$ cat config.mk
export PLATFORM = sky130hd
export DESIGN_NAME = matrix_operand_feeder
export DESIGN_NICKNAME = d
export VERILOG_FILES = /design/src/rtl/matrix_operand_feeder_pkg.sv /design/src/rtl/matrix_operand_feeder_bank.sv /design/src/rtl/matrix_operand_feeder.sv
export SDC_FILE = /design/constraint.sdc
export NUM_CORES = 1
export LEC_CHECK = 0
export CAP_MARGIN = 0
export CORE_MARGIN = 2
export CORE_UTILIZATION = 54
export DETAILED_ROUTE_END_ITERATION = 8
export PLACE_DENSITY = 0.77
export SYNTH_ARGS = -nofsm -noshare
export SYNTH_HDL_FRONTEND = slang
export SYNTH_SLANG_ARGS = --single-unit
$ cat constraint.sdc
create_clock -name clk -period 2.1 [get_ports clk]
set_input_delay 0.63 -clock clk [delete_from_list [all_inputs] [get_ports clk]]
set_output_delay 0.63 -clock clk [all_outputs]
set_load 0.01 [all_outputs]
$ cat src/rtl/matrix_operand_feeder_pkg.sv
// Shared definitions for the matrix operand feeder: word width, FSM state
// encodings and the index-width helper used to size ports and counters.
package matrix_operand_feeder_pkg;

    localparam int word_width = 32;

    localparam logic [1:0] ST_LOAD    = 2'd0;
    localparam logic [1:0] ST_ISSUE   = 2'd1;
    localparam logic [1:0] ST_ADVANCE = 2'd2;
    localparam logic [1:0] ST_DONE    = 2'd3;

    // A one-entry range still needs a one-bit index.
    function automatic int idx_width(input int n);
        return (n > 1) ? $clog2(n) : 1;
    endfunction

endpackage

$ cat src/rtl/matrix_operand_feeder_bank.sv
// N*N operand word store with a serial write port; the read mux presents
// either a full row or a full column selected by rd_idx_i.
module matrix_bank
    import matrix_operand_feeder_pkg::*;
#(
    parameter int number_of_elements = 4,
    parameter bit read_column        = 1'b0
) (
    input  logic                                                 clk_i,
    input  logic                                                 rst_ni,
    input  logic                                                 we_i,
    input  logic [idx_width(number_of_elements*number_of_elements)-1:0] waddr_i,
    input  logic [word_width-1:0]                                wdata_i,
    input  logic [idx_width(number_of_elements)-1:0]             rd_idx_i,
    output logic [number_of_elements*word_width-1:0]             rd_data_o
);

    localparam int N  = number_of_elements;
    localparam int NN = N * N;
    localparam int AW = idx_width(NN);

    logic [word_width-1:0] mem_q [NN];
    logic [AW-1:0]         rd_addr_s [N];

    // Word storage, written one entry per enabled edge.
    always_ff @(posedge clk_i or negedge rst_ni) begin
        if (!rst_ni) begin
            for (int e = 0; e < NN; e++) begin
                mem_q[e] <= {word_width{1'b0}};
            end
        end else if (we_i) begin
            mem_q[waddr_i] <= wdata_i;
        end
    end

    // Row mode gathers entries idx*N+k, column mode gathers k*N+idx.
    always_comb begin
        rd_data_o = {(N*word_width){1'b0}};
        for (int k = 0; k < N; k++) begin
            rd_addr_s[k] = {AW{1'b0}};
        end
        for (int k = 0; k < N; k++) begin
            if (read_column) begin
                rd_addr_s[k] = AW'(k * N + int'(rd_idx_i));
            end else begin
                rd_addr_s[k] = AW'(int'(rd_idx_i) * N + k);
            end
            rd_data_o[k*word_width +: word_width] = mem_q[rd_addr_s[k]];
        end
    end

endmodule

$ cat src/rtl/matrix_operand_feeder.sv
// Loads matrices A and B serially, then presents every (row of A, column of B)
// pair in row-major order with independent row/column handshakes.
module matrix_operand_feeder
    import matrix_operand_feeder_pkg::*;
#(
    parameter int number_of_elements = 4
) (
    input  logic                                     clk,
    input  logic                                     rst,
    input  logic [word_width-1:0]                    in_data,
    input  logic                                     in_i_stb,
    output logic                                     in_i_ack,
    output logic [number_of_elements*word_width-1:0] row,
    output logic [number_of_elements*word_width-1:0] column,
    output logic                                     row_o_stb,
    output logic                                     column_o_stb,
    input  logic                                     row_o_ack,
    input  logic                                     column_o_ack,
    output logic [idx_width(number_of_elements)-1:0] row_idx,
    output logic [idx_width(number_of_elements)-1:0] col_idx,
    output logic                                     done
);

    localparam int N  = number_of_elements;
    localparam int NN = N * N;
    localparam int IW = idx_width(N);
    localparam int AW = idx_width(NN);
    localparam int CW = idx_width(2 * NN);

    logic [1:0]    state_q, state_d;
    logic [CW-1:0] word_cnt_q, word_cnt_d;
    logic [IW-1:0] i_q, i_d, j_q, j_d;
    logic          in_ack_q, in_ack_d;
    logic          row_stb_q, row_stb_d;
    logic          col_stb_q, col_stb_d;
    logic          done_q, done_d;

    logic          xfer_s, last_word_s, load_b_s, a_we_s, b_we_s;
    logic          pair_done_s, last_pair_s;
    logic [AW-1:0] waddr_s;

    assign xfer_s      = (state_q == ST_LOAD) && in_i_stb && in_ack_q;
    assign last_word_s = (word_cnt_q == CW'(2 * NN - 1));
    assign load_b_s    = (word_cnt_q >= CW'(NN));
    assign a_we_s      = xfer_s && !load_b_s;
    assign b_we_s      = xfer_s && load_b_s;
    assign waddr_s     = load_b_s ? AW'(word_cnt_q - CW'(NN)) : AW'(word_cnt_q);

    // A side that already dropped its strobe counts as acknowledged.
    assign pair_done_s = (state_q == ST_ISSUE) && (!row_stb_q || row_o_ack) && (!col_stb_q || column_o_ack);
    assign last_pair_s = (i_q == IW'(N - 1)) && (j_q == IW'(N - 1));

    matrix_bank #(
        .number_of_elements(N),
        .read_column       (1'b0)
    ) u_bank_a (
        .clk_i    (clk),
        .rst_ni   (rst),
        .we_i     (a_we_s),
        .waddr_i  (waddr_s),
        .wdata_i  (in_data),
        .rd_idx_i (i_q),
        .rd_data_o(row)
    );

    matrix_bank #(
        .number_of_elements(N),
        .read_column       (1'b1)
    ) u_bank_b (
        .clk_i    (clk),
        .rst_ni   (rst),
        .we_i     (b_we_s),
        .waddr_i  (waddr_s),
        .wdata_i  (in_data),
        .rd_idx_i (j_q),
        .rd_data_o(column)
    );

    // Next-state logic for the load / issue / advance / done sequence.
    always_comb begin
        state_d    = state_q;
        word_cnt_d = word_cnt_q;
        i_d        = i_q;
        j_d        = j_q;
        in_ack_d   = 1'b0;
        row_stb_d  = row_stb_q;
        col_stb_d  = col_stb_q;
        done_d     = 1'b0;
        case (state_q)
            ST_LOAD: begin
                in_ack_d = 1'b1;
                if (xfer_s && last_word_s) begin
                    state_d    = ST_ISSUE;
                    word_cnt_d = {CW{1'b0}};
                    in_ack_d   = 1'b0;
                    row_stb_d  = 1'b1;
                    col_stb_d  = 1'b1;
                end else if (xfer_s) begin
                    word_cnt_d = word_cnt_q + CW'(1);
                end else begin
                    word_cnt_d = word_cnt_q;
                end
            end
            ST_ISSUE: begin
                row_stb_d = row_stb_q && !row_o_ack;
                col_stb_d = col_stb_q && !column_o_ack;
                if (pair_done_s && last_pair_s) begin
                    state_d = ST_DONE;
                    done_d  = 1'b1;
                end else if (pair_done_s) begin
                    state_d = ST_ADVANCE;
                    if (j_q == IW'(N - 1)) begin
                        j_d = {IW{1'b0}};
                        i_d = i_q + IW'(1);
                    end else begin
                        j_d = j_q + IW'(1);
                    end
                end else begin
                    state_d = ST_ISSUE;
                end
            end
            ST_ADVANCE: begin
                state_d   = ST_ISSUE;
                row_stb_d = 1'b1;
                col_stb_d = 1'b1;
            end
            ST_DONE: begin
                state_d    = ST_LOAD;
                in_ack_d   = 1'b1;
                word_cnt_d = {CW{1'b0}};
                i_d        = {IW{1'b0}};
                j_d        = {IW{1'b0}};
            end
            default: begin
                state_d    = ST_LOAD;
                word_cnt_d = {CW{1'b0}};
                i_d        = {IW{1'b0}};
                j_d        = {IW{1'b0}};
                row_stb_d  = 1'b0;
                col_stb_d  = 1'b0;
            end
        endcase
    end

    // State and handshake registers; every control output is driven from here.
    always_ff @(posedge clk or negedge rst) begin
        if (!rst) begin
            state_q    <= ST_LOAD;
            word_cnt_q <= {CW{1'b0}};
            i_q        <= {IW{1'b0}};
            j_q        <= {IW{1'b0}};
            in_ack_q   <= 1'b0;
            row_stb_q  <= 1'b0;
            col_stb_q  <= 1'b0;
            done_q     <= 1'b0;
        end else begin
            state_q    <= state_d;
            word_cnt_q <= word_cnt_d;
            i_q        <= i_d;
            j_q        <= j_d;
            in_ack_q   <= in_ack_d;
            row_stb_q  <= row_stb_d;
            col_stb_q  <= col_stb_d;
            done_q     <= done_d;
        end
    end

    assign in_i_ack     = in_ack_q;
    assign row_o_stb    = row_stb_q;
    assign column_o_stb = col_stb_q;
    assign row_idx      = i_q;
    assign col_idx      = j_q;
    assign done         = done_q;

endmodule

==> metrics.cfg <==
[grt]
overflow=0
first_global_vias=29400
grt_max_degree=74
grt_pass1_wl_um=188000
grt_usage_pct=29.2
antenna_found_initial=1

[synth]
ys.warnings.count=0
seq_area_frac_synth_pct=56.9
syn-num-nets=2749
synth_top_area_cell=dfrtp_1
yosysUniqueCellTypes=39
synth_ff_type=dfrtp_1
mappedNetlistArea_um2=45700
ys_seq_elements=1039
synth.avg_cell_area_um2=16.9
ys_top_cells_by_area=dfrtp_1 (57%), mux2_2 (24%), mux4_2 (13%)
synth_edf_count=0
syn_inst=2702
async_flop_share_pct=100
synth_top_area_share_pct=56.9

[power]
p_total_mw=55.2
swShare_pct=28.0
p_sw_mw=15.4
clkPwrFrac_pct=35.7
combPwrFrac_pct=26.2
p_leak_nw=29.1
p_int_mw=39.7
power.sequential.fraction_pct=38.1
power_density_nw_per_um2=924
worst_ir_drop_vdd_mv=0.807

[clocking]
clk_pin_slew_ps=70
tritoncts=built
cts_max_level=3
clk_path_buf_depth=3
root_buffer=clkbuf_16
cts_buffers=106
clock_sinks=1039
clock_latency_ps=710

[die]
die_area_um2=87000
rows=106
io_pins=301
die_x_um=295
die_h_um=295
start_util_pct=54.6
core_area_um2=83700

[sta]
rsz0062_at_grt=true
timing.final.max_slew_violations=0
setup_viol=919
worst_slew_pin_slew_ps=613
slew_headroom_pct=58.8
finalCritPeriodShare_pct=149
fin_setup_tns_ps=-265260
hold_viol=0
whs_ps=452
fmax_ghz=0.319
period_minus_slack_ps=3130
fin_worst_skew_ps=39.5
layout_setup_ws_ps=-1030

[cells_and_area]
drive_above_1_share_pct=63.9
instances_no_fill=4517
most-common-layout-cells=dfrtp_1 (1,033), mux2_2 (798), mux4_2 (256)
multi_input_area_um2=19100
stdcell_area_um2=59700
regArea_um2=26000
final_util_pct=71.4
synthToLayoutAreaGrowth_pct=30.7
final_nets=3341
diodes=0
mostFrequentLayoutCell=dfrtp_1
n_fill_cell=4805

[detailed_routing]
via_per_inst=6.38
drtIter0Drc=2578
antenna_left=0
drc_errors=0
wl_um=147000
wire_per_inst_um=32.6
drtPass1Iterations=7
via_count=28800

[hold_path]
hold_path.class=in2async

[critical_path]
critPathBufInv=5
cp_top_family=buffers and inverters
crit_cells=6
cp-start-kind=flip-flop
slowest_delay_ps=520
crit_required_ps=1470
worst-path-max-fanout=8
reg2reg_depth=11
end_kind=primary output
slowest_stage=dfrtp_4
cp_cell_sequence=buf_12, buf_12, buf_4, buf_6, mux4_2, buf_6
crit_arrival_ps=2500
path_class=reg2out

[placement]
dp.cells=4091
post-place-ws_ps=-643
dpl.hpwl_um=79600
numPortBuffers=300
routabilityCongestion=0.814
placed_area_um2=51700

[status]
run_status=finished with violations
violations=negative setup slack

[flow_run]
max-cap-violations=0

-- final cells by class --
| cell class | count | area share, % |
|---|---|---|
| Clock buffer | 148 | 5.16 |
| Clock inverter | 49 | 0.942 |
| Inverter | 8 | 0.0545 |
| Multi-Input combinational cell | 1390 | 32.0 |
| Sequential cell | 1039 | 43.5 |
| Tap cell | 1134 | 2.37 |
| Timing Repair Buffer | 749 | 16.0 |
-- registers in the layout (all words and copies together), names as in the netlist --
| name | cells |
|---|---|
| u_bank_a.mem_q | 512 |
| u_bank_b.mem_q | 512 |
| word_cnt_q | 5 |
| col_idx | 2 |
| row_idx | 2 |
| state_q | 2 |
| column_o_stb | 1 |
| done | 1 |
| in_i_ack | 1 |
| row_o_stb | 1 |
-- kinds of logic (layout without fill, tap and decap cells) --
kind of cell             Yosys count  count (layout)  synth area share, %
multiplexers                    1284            1284                 37.9
flip-flops                      1039            1039                 56.9
adder cells (fa/ha/maj)           10              10                0.274
AO/OA/AOI/OAI                     25              25                0.402
buffers and inverters            273             954                 3.02
AND/OR/NAND/NOR                   71              71                 1.53
-- routing by layer --
metal	up-vias	GRT usage, %	share of wire (%)
li1	11200	-	-
met1	15800	39.4	39
met2	1459	46.7	47
met3	341	6.34	9.6
met4	2	11.7	4.7
met5	-	0	0.011
-- synth_stat cells (7+ instances only) --
| cell | instances |
|---|---|
| buf_1 | 10 |
| buf_2 | 55 |
| buf_4 | 76 |
| clkbuf_1 | 124 |
| dfrtp_1 | 1039 |
| ha_1 | 10 |
| inv_1 | 8 |
| mux2_1 | 70 |
| mux2_2 | 957 |
| mux4_2 | 256 |
| nand2_1 | 7 |
| nand2b_1 | 7 |
| nor3_2 | 7 |
| nor3_4 | 21 |
-- path summary, 6_finish.rpt --
check,from,endpoint,slack [ps]
min,rst,u_bank_a.mem_q[433],450
max in group asynchronous,rst,u_bank_b.mem_q[259],750
min reg2reg,u_bank_a.mem_q[186],u_bank_a.mem_q[186],480
max reg2reg,state_q[0],u_bank_a.mem_q[106],-190
min in group clk,u_bank_a.mem_q[186],u_bank_a.mem_q[186],480
max,row_idx[0],row[70],-1030
-- power by group through the flow --
| stage | sequential, mW | combinational (mW) | clock, mW |
|---|---|---|---|
| final | 21.0 | 14.5 | 19.7 |
| after global routing | 21.0 | 15.1 | 20.7 |
| after floorplan | 21.2 | 5.76 | 0 |
| after CTS | 21.0 | 13.1 | 19.7 |
| after detailed placement | 21.3 | 10.7 | 0 |
| after global placement | 21.3 | 10.5 | 0 |
-- worst reg2reg max path, stage by stage (launching register included) --
cell	delay, ps
dfrtp_1	390
inv_2	70
ha_4	140
buf_12	110
nand4_1	90
buf_6	150
buf_12	120
buf_6	110
nor3_4	230
buf_12	180
buf_12	180
mux2_2	370
-- what timing repair did --
action                                 CTS  global route
setup endpoints to repair              939          1221
setup buffers                           55           111
resized for setup                      883           625
pin swaps                                0            30
gates cloned                            10            66
hold buffers                             1             0
endpoints found under the hold margin   12             0
No activity file was read; power rests on OpenSTA's default activity.
